### config.mk
export PLATFORM = sky130hd
export DESIGN_NAME = bf16_divider
export DESIGN_NICKNAME = d
export VERILOG_FILES = /design/src/rtl/bf16_pkg.sv /design/src/rtl/bf16_mant_div_iter.sv /design/src/rtl/bf16_divider.sv
export SDC_FILE = /design/constraint.sdc
export NUM_CORES = 1
export LEC_CHECK = 0
export ABC_CLOCK_PERIOD_IN_PS = 4500
export CELL_PAD_IN_SITES_DETAIL_PLACEMENT = 0
export CELL_PAD_IN_SITES_GLOBAL_PLACEMENT = 2
export CORE_MARGIN = 5
export CORE_UTILIZATION = 37
export CTS_CLUSTER_SIZE = 30
export DETAILED_ROUTE_END_ITERATION = 16
export PLACE_DENSITY = 0.88
export REMOVE_ABC_BUFFERS = 1
export SYNTH_ARGS = -nofsm -noshare
export SYNTH_HDL_FRONTEND = slang
export SYNTH_SLANG_ARGS = --single-unit
### constraint.sdc
create_clock -name CLK -period 4.5 [get_ports CLK]
set_input_delay 0.45 -clock CLK [delete_from_list [all_inputs] [get_ports CLK]]
set_output_delay 0.45 -clock CLK [all_outputs]
set_load 0.01 [all_outputs]
### src/rtl/bf16_pkg.sv
// Shared types and constants for the BF16 divider.
// FSM states, BF16 encodings and field widths.
package bf16_pkg;

  typedef enum logic [1:0] {
    IDLE,
    DIV,
    NORM,
    DONE
  } state_t;

  localparam logic [15:0] BF16_QNAN = 16'h7FC0;
  localparam logic [15:0] BF16_PINF = 16'h7F80;
  localparam int          BF16_BIAS = 127;
  localparam int          EXP_W     = 8;
  localparam int          MAN_W     = 7;
  localparam int          SIG_W     = MAN_W + 1;

endpackage

### src/rtl/bf16_mant_div_iter.sv
// Restoring mantissa divider: q = floor((ma << (STEPS-1)) / mb).
// One quotient bit per cycle, MSB first; remainder kept.
module bf16_mant_div_iter
  import bf16_pkg::*;
#(
  parameter int STEPS = 10
) (
  input  logic             clk,
  input  logic             rst_n,
  input  logic             start,
  input  logic [SIG_W-1:0] ma,
  input  logic [SIG_W-1:0] mb,
  output logic             done,
  output logic [STEPS-1:0] q,
  output logic [SIG_W-1:0] rem
);

  localparam int CW = $clog2(STEPS + 1);

  logic [SIG_W-1:0] dvs;
  logic             nbit;
  logic             busy;
  logic [CW-1:0]    cnt;
  logic [SIG_W:0]   trial;
  logic [SIG_W:0]   diff;
  logic             ge;

  // First trial must equal ma, so seed rem=ma>>1 and shift ma[0] in.
  always_comb begin
    trial = {rem, nbit};
    diff  = trial - {1'b0, dvs};
    ge    = trial >= {1'b0, dvs};
    done  = busy && (cnt == CW'(STEPS - 1));
  end

  always_ff @(posedge clk or negedge rst_n) begin
    if (!rst_n) begin
      rem  <= '0;
      q    <= '0;
      dvs  <= '0;
      nbit <= 1'b0;
      busy <= 1'b0;
      cnt  <= '0;
    end else if (start) begin
      rem  <= {1'b0, ma[SIG_W-1:1]};
      nbit <= ma[0];
      dvs  <= mb;
      q    <= '0;
      cnt  <= '0;
      busy <= 1'b1;
    end else if (busy) begin
      rem  <= ge ? diff[SIG_W-1:0] : trial[SIG_W-1:0];
      q    <= {q[STEPS-2:0], ge};
      nbit <= 1'b0;
      cnt  <= cnt + 1'b1;
      if (done) busy <= 1'b0;
    end
  end

endmodule

### src/rtl/bf16_divider.sv
// BF16 divider: special-case bypass, serial mantissa
// division, normalize and round-to-nearest-even.
module bf16_divider
  import bf16_pkg::*;
#(
  parameter int DATA_TYPE = 16,
  parameter int DIV_STEPS = 10
) (
  input  logic                 CLK,
  input  logic                 rst_n,
  input  logic                 in_valid,
  output logic                 in_ready,
  input  logic [DATA_TYPE-1:0] A,
  input  logic [DATA_TYPE-1:0] B,
  output logic                 out_valid,
  input  logic                 out_ready,
  output logic [DATA_TYPE-1:0] O
);

  localparam int QW = DIV_STEPS;
  localparam logic signed [9:0] BIAS_S = 10'(BF16_BIAS);

  state_t           state;
  logic [15:0]      a_q;
  logic [15:0]      b_q;
  logic             start;
  logic             sign;
  logic [EXP_W-1:0] ea;
  logic [EXP_W-1:0] eb;
  logic             a_zero, a_inf, a_nan;
  logic             b_zero, b_inf, b_nan;
  logic             special;
  logic [15:0]      sval;
  logic [15:0]      nval;
  logic             div_done;
  logic [QW-1:0]    q;
  logic [SIG_W-1:0] rem;
  logic [SIG_W-1:0] mant;
  logic [SIG_W-1:0] mant_r;
  logic             guard, sticky, inc;
  logic [SIG_W:0]   sum;
  logic signed [9:0] exp_n;
  logic signed [9:0] exp_r;

  always_comb begin
    sign   = a_q[15] ^ b_q[15];
    ea     = a_q[14:7];
    eb     = b_q[14:7];
    a_zero = ea == '0;
    b_zero = eb == '0;
    a_inf  = (ea == '1) && (a_q[6:0] == '0);
    b_inf  = (eb == '1) && (b_q[6:0] == '0);
    a_nan  = (ea == '1) && (a_q[6:0] != '0);
    b_nan  = (eb == '1) && (b_q[6:0] != '0);
    special = 1'b1;
    sval    = '0;
    if (a_nan || b_nan || (a_zero && b_zero) ||
        (a_inf && b_inf))
      sval = BF16_QNAN;
    else if (b_zero)
      sval = BF16_PINF | {sign, 15'h0};
    else if (a_zero)
      sval = {sign, 15'h0};
    else if (a_inf)
      sval = BF16_PINF | {sign, 15'h0};
    else if (b_inf)
      sval = {sign, 15'h0};
    else
      special = 1'b0;
  end

  // q[QW-1] tells whether ma >= mb, i.e. which bits hold the significand.
  always_comb begin
    if (q[QW-1]) begin
      mant   = q[QW-1:QW-8];
      guard  = q[QW-9];
      sticky = (|q[QW-10:0]) | (|rem);
      exp_n  = $signed({2'b00, ea}) - $signed({2'b00, eb})
             + BIAS_S;
    end else begin
      mant   = q[QW-2:QW-9];
      guard  = q[QW-10];
      sticky = |rem;
      exp_n  = $signed({2'b00, ea}) - $signed({2'b00, eb})
             + BIAS_S - 10'sd1;
    end
    inc = guard & (sticky | mant[0]);
    sum = {1'b0, mant} + {{SIG_W{1'b0}}, inc};
    if (sum[SIG_W]) begin
      mant_r = 8'h80;
      exp_r  = exp_n + 10'sd1;
    end else begin
      mant_r = sum[SIG_W-1:0];
      exp_r  = exp_n;
    end
    if (exp_r >= 10'sd255)
      nval = BF16_PINF | {sign, 15'h0};
    else if (exp_r <= 10'sd0)
      nval = {sign, 15'h0};
    else
      nval = {sign, exp_r[7:0], mant_r[6:0]};
  end

  bf16_mant_div_iter #(
    .STEPS(DIV_STEPS)
  ) u_iter (
    .clk  (CLK),
    .rst_n(rst_n),
    .start(start && !special),
    .ma   ({1'b1, a_q[6:0]}),
    .mb   ({1'b1, b_q[6:0]}),
    .done (div_done),
    .q    (q),
    .rem  (rem)
  );

  always_ff @(posedge CLK or negedge rst_n) begin
    if (!rst_n) begin
      state     <= IDLE;
      a_q       <= '0;
      b_q       <= '0;
      start     <= 1'b0;
      O         <= '0;
      out_valid <= 1'b0;
      in_ready  <= 1'b0;
    end else begin
      start <= 1'b0;
      unique case (state)
        IDLE: begin
          in_ready <= 1'b1;
          if (in_valid && in_ready) begin
            a_q      <= A;
            b_q      <= B;
            in_ready <= 1'b0;
            start    <= 1'b1;
            state    <= DIV;
          end
        end
        DIV: begin
          if (start && special) begin
            O         <= sval;
            out_valid <= 1'b1;
            state     <= DONE;
          end else if (div_done) begin
            state <= NORM;
          end
        end
        NORM: begin
          O         <= nval;
          out_valid <= 1'b1;
          state     <= DONE;
        end
        DONE: begin
          if (out_ready) begin
            out_valid <= 1'b0;
            in_ready  <= 1'b1;
            state     <= IDLE;
          end
        end
      endcase
    end
  end

endmodule
# Yosys cells after proc, flatten, opt, wreduce, memory -nomap -nowiden
# Cells that the tools add are included.
[totals]
output_inout_bits = 18
reg_bits = 85
in_bits = 36
[classes]
reduce_logical = 31
n_addsub = 7
magnitude_cmp = 3
eq_ne = 10
bitwise_logic = 4
mux = 45
[op_table]
columns = ["cell", "n"]
rows = [
  ["$mux 16", 6],
  ["$mux 10", 4],
  ["$mux 8", 4],
  ["$pmux 16 s2", 1],
  ["$mux 15", 2],
  ["$mux 1", 18],
  ["$eq 8x8->1 const B", 2],
  ["$logic_not 8->1", 2],
  ["$logic_not 7->1", 2],
  ["$reduce_bool 7->1", 2],
  ["$add 10x2->10 const B", 1],
  ["$add 9x8->10 const B", 1],
  ["$ge 10x9->1 const B", 1],
  ["$le 10x1->1 const B", 1],
  ["$logic_and 1x1->1", 10],
  ["$sub 10x2->10 const B", 1],
  ["$add 8x1->9", 1],
  ["$ge 9x8->1", 1],
  ["$sub 8x8->9", 1],
  ["$mux 2", 4],
  ["$mux 4", 2],
  ["$pmux 2 s4", 1],
  ["$reduce_or 8->1", 1],
  ["$sub 8x8->8", 1],
  ["19 further kinds", 30],
]

# Logic depth before layout (Yosys ltp)
# Gate-level depths: netlist (run 1).
[logic_depth]
ltp_word = 11
ltp_mapped = 16

# Modules after synthesis
# Synthesis (run 1) repeated with hierarchy kept, for this count alone.
[hier_totals]
hier_cells = 577
hier_area_um2 = 5612.9
[modules_own_cells]
columns = ["mod", "area_each_um2", "cells_per_inst", "n_inst"]
rows = [
  ["bf16_divider", 3773.6, 388, 1],
  ["bf16_mant_div_iter", 1839.3, 189, 1],
]

# Least setup slack after synthesis (run 1)
# No wires, ideal clock.
[synth_timing]
path_kind = "register to register"
from = "reg a_q[7]"
to = "reg O[6]"
synth_period_minus_slack_ns = 3.768
t_arrival_ns = 3.624
path_stages_with_launch = 16
setup_slack_ns = 0.732
required_ns = 4.356
cell_sequence = "dfrtp_1 -> inv_1 -> ha_1 -> fa_1 -> ha_1 -> nor3b_1 -> o2bb2ai_2 -> o21ai_1 -> o211a_1 -> or2_1 -> buf_2 -> and3_1 -> a211oi_2 -> o221ai_1 -> a211oi_2 -> o22ai_1"
[synth_via]
elab_chain_len = 10
[synth_lines]
columns = ["element", "line_no", "rtl"]
rows = [
  ["from (decl)", "bf16_divider.sv:24", "logic [15:0] a_q;"],
  ["from (signal assigned)", "bf16_divider.sv:120", "a_q <= '0;"],
  ["from (signal assigned)", "bf16_divider.sv:132", "a_q <= A;"],
  ["$sub 8x8->9", "bf16_divider.sv:78, bf16_divider.sv:84", ""],
  ["$add 9x8->10", "bf16_divider.sv:79, bf16_divider.sv:85", ""],
  ["$sub 10x2->10", "bf16_divider.sv:85", "+ BIAS_S - 10'sd1;"],
  ["$mux 10", "bf16_divider.sv:74", "if (q[QW-1]) begin"],
  ["$add 10x2->10", "bf16_divider.sv:91", "exp_r = exp_n + 10'sd1;"],
  ["$mux 10", "bf16_divider.sv:89", "if (sum[SIG_W]) begin"],
  ["$le 10x1->1", "bf16_divider.sv:98", "else if (exp_r <= 10'sd0)"],
  ["$mux 15", "bf16_divider.sv:98", ""],
  ["$mux 15", "bf16_divider.sv:96", "if (exp_r >= 10'sd255)"],
  ["$pmux 16 s2", "bf16_divider.sv:128", "unique case (state)"],
  ["to (signal assigned)", "bf16_divider.sv:141", "O <= sval;"],
  ["to (signal assigned)", "bf16_divider.sv:149", "O <= nval;"],
  ["to (decl)", "bf16_divider.sv:17", "output logic [DATA_TYPE-1:0] O"],
]
# Several ways; a longest one is shown, not always the timed one. The select of a mux whose other input is x is not followed.
# A chain may end at the register's enable or synchronous reset.

# Worst setup path in the final report (run 1)
[layout_timing]
from = "reg a_q[7]"
to = "reg O[11]"
# The elaborated chain is that of the path after synthesis.

==> reports/results.ini, run 1 <==
[flow_run]
cap_viol_max_count=0

[die]
placementRows=44
initial_utilization_pct=37.8
fp.dieH_um=132
dieArea_um2=17500
core_area_um2=14600
io_pins=54
width_of_the_die_um=132

[finish]
final_cell_area_um2=6580
most_frequent_standard_cell_in_the_layout_excluding_fill_and_tap_cells=sky130_fd_sc_hd__dfrtp_1
layout.cells.most_common_list=sky130_fd_sc_hd__dfrtp_1 (85), sky130_fd_sc_hd__clkdlybuf4s50_1 (52), sky130_fd_sc_hd__nand2_1 (50)
finish.net_count=693
layout-drive-gt1-share_pct=12.1
syn2layout_area_growth_pct=19.2
insertedDiodeCount=0

[yosys]
number_of_synthesized_flops_with_an_enable_pin=0
synth_flop_cell=sky130_fd_sc_hd__dfrtp_1
synth-seq-cells=85
yosysUniqueCellTypes=73
syn_inst=580
asyncSetResetFlopFracSynth_pct=100
ys_warn_count=0
post_synth_instance_area_um2=5520
seq_area_frac_synth_pct=38.5
syn-mean-instance-area_um2=9.52

[clocking]
cts-root-to-sink-buffers=2
cts_hold_repair.buffers=0
cts_inserted_buffers=9
cts.root.buffer_cell=sky130_fd_sc_hd__clkbuf_16
htree_levels=3
clkSinkCount=85
insertion_delay_ps=340
cts_tree=built
post_cts.repair.setup_buffers=0
clkSlewWorstSetupHoldPaths_ps=60

[setup_path]
critical_path_required_ps=4700
timing.critical_path.arrival_ps=4400
crit_buf_inv=1
timing.critical_path.fanout_max=8
crit_path_cell_trace=inv_1 > ha_1 > fa_1 > ha_1 > nor3b_1 > o2bb2ai_2 > o21ai_1 > a211oi_1 > or2_1 > nand4_1 > a211oi_2 > o221ai_1 > a211oi_4 > a21oi_1
worstSetupPathType=register to register
crit-reg2reg-capture=O[11]$_DFFE_PN0P_
regToRegStartpoint=a_q[7]$_DFFE_PN0P_
cpMaxStageDelayCell=sky130_fd_sc_hd__fa_1
startpoint=a_q[7]$_DFFE_PN0P_
r2r.worst_path.cells=14
path_delay_family=compound AO/OA/AOI/OAI gates
worst_setup_path_start_kind=register
reg2reg_setup_slack_ps=300
critical-path-max-stage-delay_ps=490
endpoint_kind=register
crit_top_cell=sky130_fd_sc_hd__ha_1

[drt]
drt_pass1_iterations=4
post-route-drc-count=0
wl_mm=12.7
dr_total_vias=4441
detail-route-antenna-nets=0
initialDrtViolationCount=228
route.detailed.wl_per_inst_um=15.5
route.detailed.vias_per_inst=5.43

[worst_hold_path]
hold_path.class=input pin to asynchronous set/reset pin

[place]
portBuffers=53
dpl_cell_area_um2=6240
place.detailed.hpwl_mm=9.68
globalplace.congestion=0.814

[power]
combPwrFrac_pct=3.0
cellPowerDensity_nw_per_um2=241
pwr-share-clk_pct=48.7
internal_power_uw=1250
swShare_pct=20.9
static-leakage-power_uw=0.00284
irDropWorstVdd_mv=0.201
power.net_switching_uw=331
seqPwrFrac_pct=48.3

[grt]
grt_start_max_net_pins=46
number_of_antenna_violations_at_the_first_check_in_global_routing=0
gr-total-overflow=0
first_global_vias=4381
grt_usage_pct=15.1
grt_pass1_wl_mm=21.9

[sta]
min_period_ps=4200
post-route-period-util_pct=93.3
clock_skew_ps=4.30
hold_slack_ps=89.0
final-max-slew-violation-count=0
timing_worst_slew_pin_value_ps=1060
rsz0062_at_grt=no
relSlewSlack_pct=29.6
setup_failing_eps_final=0
maximum_frequency_from_static_timing_analysis_mhz=238
report.final.hold_viol_count=0
setup_tns_ps=0

[status]
status=finished, final reports clean

[layer usage]
| metal | vias up | GRT usage [%] | wire, um |
|---|---|---|---|
| met5 | - | 0 | 0 |
| met4 | 0 | 3.77 | 116 |
| met3 | 12 | 3.44 | 543 |
| met2 | 99 | 22.1 | 5490 |
| met1 | 2120 | 22.5 | 6550 |
| li1 | 2210 | - | - |
[state kept, by name, indices dropped and copies added (netlist names)]
| register | cells |
|---|---|
| start | 1 |
| u_iter.nbit | 1 |
| state | 2 |
| u_iter.dvs | 8 |
| b_q | 16 |
| u_iter.q | 10 |
| O | 16 |
| u_iter.cnt | 4 |
| u_iter.busy | 1 |
| out_valid | 1 |
| u_iter.rem | 8 |
| a_q | 16 |
| in_ready | 1 |
[worst reg2reg max path, delay by kind of cell, from the launching register on]
| kind | cells | cell delay (ps) |
|---|---|---|
| buffers and inverters | 1 | 60 |
| AOI/OAI and AO/OA | 7 | 1680 |
| and+or+nand+nor | 3 | 850 |
| adders and majority gates | 3 | 1110 |
| DFF | 1 | 380 |
[stage by stage]
stage	setup slack (ps)	total power, uW	util [%]	cells
5_1_grt	29.5	1640	45.1	818
4_1_cts	190	1610	44.9	818
3_5_place_dp	198	827	42.8	802
6_report	302	1580	45.1	818
2_1_floorplan	751	779	-	560
3_3_place_gp	413	826	42.8	802
[synth_stat cells (8+ instances only)]
| master | count | share of area [%] |
|---|---|---|
| sky130_fd_sc_hd__nand3_1 | 14 | 1.3 |
| sky130_fd_sc_hd__dfrtp_1 | 85 | 39 |
| sky130_fd_sc_hd__nand2_1 | 50 | 3.4 |
| sky130_fd_sc_hd__nor2b_1 | 9 | 1.0 |
| sky130_fd_sc_hd__mux2i_1 | 16 | 2.9 |
| sky130_fd_sc_hd__nand4_1 | 8 | 0.91 |
| sky130_fd_sc_hd__mux2_2 | 36 | 7.3 |
| sky130_fd_sc_hd__xnor2_1 | 16 | 2.5 |
| sky130_fd_sc_hd__nor3_1 | 8 | 0.73 |
| sky130_fd_sc_hd__ha_1 | 26 | 5.9 |
| sky130_fd_sc_hd__nand2b_1 | 10 | 1.1 |
| sky130_fd_sc_hd__inv_1 | 32 | 2.2 |
| sky130_fd_sc_hd__o21ai_0 | 45 | 4.1 |
| sky130_fd_sc_hd__clkbuf_1 | 16 | 1.1 |
| sky130_fd_sc_hd__xor2_1 | 13 | 2.1 |
| sky130_fd_sc_hd__a21oi_1 | 29 | 2.6 |
| sky130_fd_sc_hd__nor2_1 | 44 | 3.0 |
[worst max-delay path by stage]
stage / end / slack (ps) / cells past startpoint
after floorplan: O[10]$_DFFE_PN0P_ / 750 / 14
after global placement: O[8]$_DFFE_PN0P_ / 410 / 14
after detailed placement: O[11]$_DFFE_PN0P_ / 200 / 14
after CTS: O[11]$_DFFE_PN0P_ / 190 / 14
after global routing: O[11]$_DFFE_PN0P_ / 30 / 14
final: O[11]$_DFFE_PN0P_ / 300 / 14
[power groups by stage]
stage	clock (uW)	combinational (uW)	sequential, uW
5_1_grt	826	52.5	763
3_5_place_dp	0	48.3	778
4_1_cts	800	48.6	764
6_report	771	46.7	764
3_3_place_gp	0	47.6	778
2_1_floorplan	0	0.569	779
[repair_timing]
action | 4_1_cts | 5_1_grt
resized for setup | 0 | 3
hold endpoints to repair | 0 | 0
endpoints found under the setup margin | 0 | 8
[area by class of cell]
class / instances / area, um^2
clock buffer: 11 / 253
inverter: 32 / 120
sequential: 85 / 2130
multi-input combinational: 443 / 3220
fill: 1367 / 8010
clock inverter: 5 / 58.8
timing repair buffer: 58 / 566
tap: 184 / 230
[logic make-up (layout without fill, tap and decap cells)]
group	count (synthesis)	after routing	share of synthesized area, %
buf+inv	52	106	3.60
flops	85	85	38.5
mux	52	52	10.2
simple gates	183	183	16.6
fa+ha+maj	28	28	6.62
compound gates	149	149	18.9
xor+xnor	31	31	5.46
Note: power is estimated with default switching activity, not from simulation.
==> run 2: changes to the inputs <==
--- a/config.mk
+++ b/config.mk
@@ -6,14 +6,13 @@
 export NUM_CORES = 1
 export LEC_CHECK = 0
 export ABC_CLOCK_PERIOD_IN_PS = 4500
-export CELL_PAD_IN_SITES_DETAIL_PLACEMENT = 0
-export CELL_PAD_IN_SITES_GLOBAL_PLACEMENT = 2
 export CORE_MARGIN = 5
-export CORE_UTILIZATION = 37
+export CORE_UTILIZATION = 58
 export CTS_CLUSTER_SIZE = 30
 export DETAILED_ROUTE_END_ITERATION = 16
 export PLACE_DENSITY = 0.88
 export REMOVE_ABC_BUFFERS = 1
+export SKIP_CTS_REPAIR_TIMING = 1
 export SYNTH_ARGS = -nofsm -noshare
 export SYNTH_HDL_FRONTEND = slang
 export SYNTH_SLANG_ARGS = --single-unit
==> run 2 against run 1 <==
Critical path depth unchanged. Combinational power decreased by 4%. Flip-flop and latch count unchanged.
==> reports/results.ini, run 2 (synthesized netlist as in run 1, its figures left out) <==
[finish]
multi_input_combinational_cell_area_um2=3220
insertedDiodeCount=0
finish.net_count=693
largest_registers=O: 16 flops, a_q: 16 flops, b_q: 16 flops
postLayoutCoreUtil_pct=69.1
most_frequent_standard_cell_in_the_layout_excluding_fill_and_tap_cells=sky130_fd_sc_hd__dfrtp_1
filler_cell_count=691
layout-drive-gt1-share_pct=12.1
syn2layout_area_growth_pct=15.7
seqCellArea_um2=2130
layout.cells.most_common_list=sky130_fd_sc_hd__dfrtp_1 (85), sky130_fd_sc_hd__clkdlybuf4s50_1 (52), sky130_fd_sc_hd__nand2_1 (50)

[clocking]
cts.root.buffer_cell=sky130_fd_sc_hd__clkbuf_8
cts_tree=built
htree_levels=3
clkSlewWorstSetupHoldPaths_ps=90
insertion_delay_ps=360
cts-root-to-sink-buffers=2
clkSinkCount=85
cts_inserted_buffers=9

[grt]
grt_pass1_wl_mm=20.0
gr-total-overflow=0
number_of_antenna_violations_at_the_first_check_in_global_routing=0
grt_usage_pct=21.0
first_global_vias=4393
grt_start_max_net_pins=86

[status]
status=finished, final reports clean

[sta]
timing_worst_slew_pin_value_ps=1240
maximum_frequency_from_static_timing_analysis_mhz=239
min_period_ps=4180
post-route-period-util_pct=92.8
rsz0062_at_grt=no
setup_failing_eps_final=0
clock_skew_ps=12.2
report.final.hold_viol_count=0
final-max-slew-violation-count=0
relSlewSlack_pct=17.5
setup_tns_ps=0

[drt]
route.detailed.wl_per_inst_um=15.6
dr_total_vias=4528
drt_pass1_iterations=4
post-route-drc-count=0
route.detailed.vias_per_inst=5.93
initialDrtViolationCount=241
detail-route-antenna-nets=0
wl_mm=11.9

[die]
dieArea_um2=11600
fp.dieH_um=108
initial_utilization_pct=59.7
placementRows=35
width_of_the_die_um=108
io_pins=54
core_area_um2=9240

[setup_path]
regToRegStartpoint=a_q[7]$_DFFE_PN0P_
endpoint_kind=register
endpoint=O[9]$_DFFE_PN0P_
critical_path_required_ps=4730
reg2reg_setup_slack_ps=320
timing.critical_path.arrival_ps=4410
startpoint=a_q[7]$_DFFE_PN0P_
crit-reg2reg-capture=O[9]$_DFFE_PN0P_
worst_setup_path_start_kind=register
timing.critical_path.fanout_max=8
r2r.worst_path.cells=14
worstSetupPathType=register to register

[power]
post-layout-total-power_uw=1330
combPwrFrac_pct=3.4
cellPowerDensity_nw_per_um2=209
power.net_switching_uw=319
swShare_pct=23.9
pwr-share-clk_pct=39.4
irDropWorstVdd_mv=0.163
static-leakage-power_uw=0.00278
seqPwrFrac_pct=57.3
internal_power_uw=1010

[flow_run]
cap_viol_max_count=0

[place]
globalplace.congestion=0.892
portBuffers=53
place.detailed.hpwl_mm=8.82

[worst_hold_path]
hold_path.class=input pin to asynchronous set/reset pin

## run 2: worst max-delay path, cell delays in order (launching register included)
cell and delay (ps):
sky130_fd_sc_hd__dfrtp_1 390, sky130_fd_sc_hd__inv_1 60, sky130_fd_sc_hd__ha_1 230, sky130_fd_sc_hd__fa_1 490, sky130_fd_sc_hd__ha_1 380, sky130_fd_sc_hd__nor3b_1 330, sky130_fd_sc_hd__o2bb2ai_2 170, sky130_fd_sc_hd__o21ai_1 150
sky130_fd_sc_hd__o211a_1 260, sky130_fd_sc_hd__or2_1 310, sky130_fd_sc_hd__and3_1 220, sky130_fd_sc_hd__a211oi_2 280, sky130_fd_sc_hd__o221ai_1 230, sky130_fd_sc_hd__a211oi_4 420, sky130_fd_sc_hd__a21oi_1 120
## run 2: power by group through the flow
stage | logic, uW | clock network [uW] | registers [uW]
floorplan | 0.569 | 0 | 779
global placement | 45.2 | 0 | 778
detailed placement | 46.5 | 0 | 778
CTS | 46.6 | 537 | 763
global route | 50.3 | 565 | 763
finish | 44.7 | 525 | 763
## run 2: worst min path at each step
stage                                          from                        end  cells after the start
after floorplan                               rst_n           O[0]$_DFFE_PN0P_                      0
after global placement    u_iter.dvs[7]$_DFFE_PN0P_  u_iter.dvs[7]$_DFFE_PN0P_                      2
after detailed placement  u_iter.dvs[7]$_DFFE_PN0P_  u_iter.dvs[7]$_DFFE_PN0P_                      2
after CTS                                     rst_n           O[2]$_DFFE_PN0P_                      1
after global routing                          rst_n        a_q[13]$_DFFE_PN0P_                      1
final                                         rst_n        a_q[13]$_DFFE_PN0P_                      1
## run 2: final cells by class
cell class / count / share of cell area, %
multi-input cells: 443 / 50.5
flip-flops and latches: 85 / 33.3
clock inverters: 6 / 0.823
clock buffers: 10 / 2.16
repair buffers: 58 / 8.86
inverters: 32 / 1.88
well taps: 129 / 2.53
## run 2: through the flow
stage | setup slack (ps) | std cells | hold WS [ps] | area (um^2)
after floorplan | 751 | 560 | 154 | 5440
after global routing | 34.7 | 763 | 363 | 6390
final | 322 | 763 | 230 | 6390
after CTS | 219 | 762 | 306 | 6350
after detailed placement | 236 | 746 | 461 | 6160
after global placement | 489 | 746 | 454 | 6160
## run 2: metal layers
metal | up-vias | wire length, um | GRT usage (%) | part of all wire [%]
met3 | 11 | 608 | 3.00 | 5.1
met2 | 121 | 5740 | 34.4 | 48
met1 | 2185 | 5380 | 28.4 | 45
li1 | 2211 | - | - | -
met4 | 0 | 141 | 7.75 | 1.2
met5 | - | 0 | 0 | 0
==> run 3: changes to the inputs <==
--- a/config.mk
+++ b/config.mk
@@ -6,7 +6,7 @@
 export NUM_CORES = 1
 export LEC_CHECK = 0
 export ABC_CLOCK_PERIOD_IN_PS = 4500
-export CORE_MARGIN = 5
+export CAP_MARGIN = 20
 export CORE_UTILIZATION = 58
 export CTS_CLUSTER_SIZE = 30
 export DETAILED_ROUTE_END_ITERATION = 16
@@ -16,3 +16,4 @@
 export SYNTH_ARGS = -nofsm -noshare
 export SYNTH_HDL_FRONTEND = slang
 export SYNTH_SLANG_ARGS = --single-unit
+export TNS_END_PERCENT = 50
==> run 3 against run 2 <==
Flip-flop and latch count stayed put. Die area is 14% lower. First-iteration DRC count is 7.5% lower. Largest cell class unchanged.
==> reports/results.ini, run 3 (synthesized netlist as in run 1, its figures left out) <==
[power]
swShare_pct=22.4
cellPowerDensity_nw_per_um2=215
pwr-share-clk_pct=41.3
irDropWorstVdd_mv=0.206
combPwrFrac_pct=3.5
internal_power_uw=1070
seqPwrFrac_pct=55.2
static-leakage-power_uw=0.00281
power.net_switching_uw=310

[setup_path]
timing.critical_path.fanout_max=8
crit_buf_inv=1
crit-reg2reg-capture=O[7]$_DFFE_PN0P_
critical-path-max-stage-delay_ps=490
r2r.worst_path.cells=14
endpoint=O[7]$_DFFE_PN0P_
regToRegStartpoint=a_q[7]$_DFFE_PN0P_
critical_path_required_ps=4780
startpoint=a_q[7]$_DFFE_PN0P_
timing.critical_path.arrival_ps=4440
reg2reg_setup_slack_ps=340
worstSetupPathType=register to register
path_delay_family=compound AO/OA/AOI/OAI gates
endpoint_kind=register
crit_path_cell_trace=inv_1 > ha_1 > fa_1 > ha_1 > nor3b_1 > o2bb2ai_2 > a21oi_1 > nor3_2 > o221ai_1 > o31ai_2 > a21boi_1 > a2111oi_4 > nor2_2 > a21oi_1
cpMaxStageDelayCell=sky130_fd_sc_hd__fa_1
wp_depth=14
worst_setup_path_start_kind=register

[sta]
report.final.hold_viol_count=0
timing.final.ws_setup_ps=341
timing_worst_slew_pin_value_ps=1090
min_period_ps=4160
maximum_frequency_from_static_timing_analysis_mhz=240
final-max-slew-violation-count=0
post-route-period-util_pct=92.4
setup_failing_eps_final=0
rsz0062_at_grt=no
setup_tns_ps=0
clock_skew_ps=12.7
relSlewSlack_pct=27.0
hold_slack_ps=53.8

[drt]
post-route-drc-count=0
route.detailed.wl_per_inst_um=15.8
dr_total_vias=4580
initialDrtViolationCount=223
route.detailed.vias_per_inst=5.99
drt_pass1_iterations=4
wl_mm=12.1
detail-route-antenna-nets=0

[clocking]
clkSlewWorstSetupHoldPaths_ps=100
cts_tree=built
cts_inserted_buffers=9
cts-root-to-sink-buffers=2
insertion_delay_ps=360
clkSinkCount=85
cts.root.buffer_cell=sky130_fd_sc_hd__clkbuf_8
htree_levels=3

[worst_hold_path]
hold_path.class=input pin to asynchronous set/reset pin

[finish]
postLayoutCoreUtil_pct=69.6
filler_cell_count=673
most_frequent_standard_cell_in_the_layout_excluding_fill_and_tap_cells=sky130_fd_sc_hd__dfrtp_1
largest_registers=O: 16 flops, a_q: 16 flops, b_q: 16 flops
insertedDiodeCount=0
syn2layout_area_growth_pct=16.5
layout-drive-gt1-share_pct=12.3
finish.net_count=695
layout.cells.most_common_list=sky130_fd_sc_hd__dfrtp_1 (85), sky130_fd_sc_hd__clkdlybuf4s50_1 (52), sky130_fd_sc_hd__nand2_1 (50)

[die]
dieArea_um2=9910
io_pins=54
width_of_the_die_um=99.5
placementRows=35
fp.dieH_um=99.5
initial_utilization_pct=59.7
core_area_um2=9240

[grt]
grt_pass1_wl_mm=20.7
first_global_vias=4428
gr-total-overflow=0
grt_usage_pct=26.1
number_of_antenna_violations_at_the_first_check_in_global_routing=0
grt_start_max_net_pins=86

[place]
portBuffers=53
place.detailed.hpwl_mm=8.94
preCtsSetupSlack_ps=286
globalplace.congestion=0.909

[flow_run]
cap_viol_max_count=0

[status]
status=finished, final reports clean

[run 3: area by class of cell]
type	count	area (um^2)	area share [%]
Multi-Input combinational cell	443	3210	49.9
Timing Repair Buffer	60	601	9.34
Sequential cell	85	2130	33.1
Inverter	32	120	1.87
Tap cell	129	161	2.51
Clock buffer	10	138	2.14
Clock inverter	6	75.1	1.17
[run 3: worst min-delay path by stage]
stage                           endpoint  slack, ps  cells after the start
2_1_floorplan           O[0]$_DFFE_PN0P_        150                      0
3_3_place_gp   u_iter.dvs[7]$_DFFE_PN0P_        450                      2
3_5_place_dp   u_iter.dvs[7]$_DFFE_PN0P_        460                      2
4_1_cts                 O[3]$_DFFE_PN0P_        310                      1
5_1_grt                 O[3]$_DFFE_PN0P_         90                      1
6_report                O[3]$_DFFE_PN0P_         50                      1
[run 3: layer usage]
layer	vias to the layer above	track usage [%]	part of all wire, %
met5	-	0	0
met4	0	8.82	1.9
met3	23	4.08	4.4
met2	150	43.3	48
met1	2199	34.9	46
li1	2208	-	-
[run 3: through the flow]
stage | power, uW | instance area, um^2 | cells
after floorplan | 779 | 5440 | 560
after global placement | 823 | 6180 | 748
after detailed placement | 824 | 6180 | 748
after CTS | 1390 | 6390 | 764
after global routing | 1430 | 6430 | 765
final | 1380 | 6430 | 765
[run 3: power by group through the flow]
stage / clock network (uW) / logic, uW / registers, uW
2_1_floorplan: 0 / 0.569 / 779
3_3_place_gp: 0 / 45.0 / 778
3_5_place_dp: 0 / 46.0 / 778
4_1_cts: 582 / 46.0 / 763
5_1_grt: 619 / 52.9 / 763
6_report: 571 / 47.7 / 763
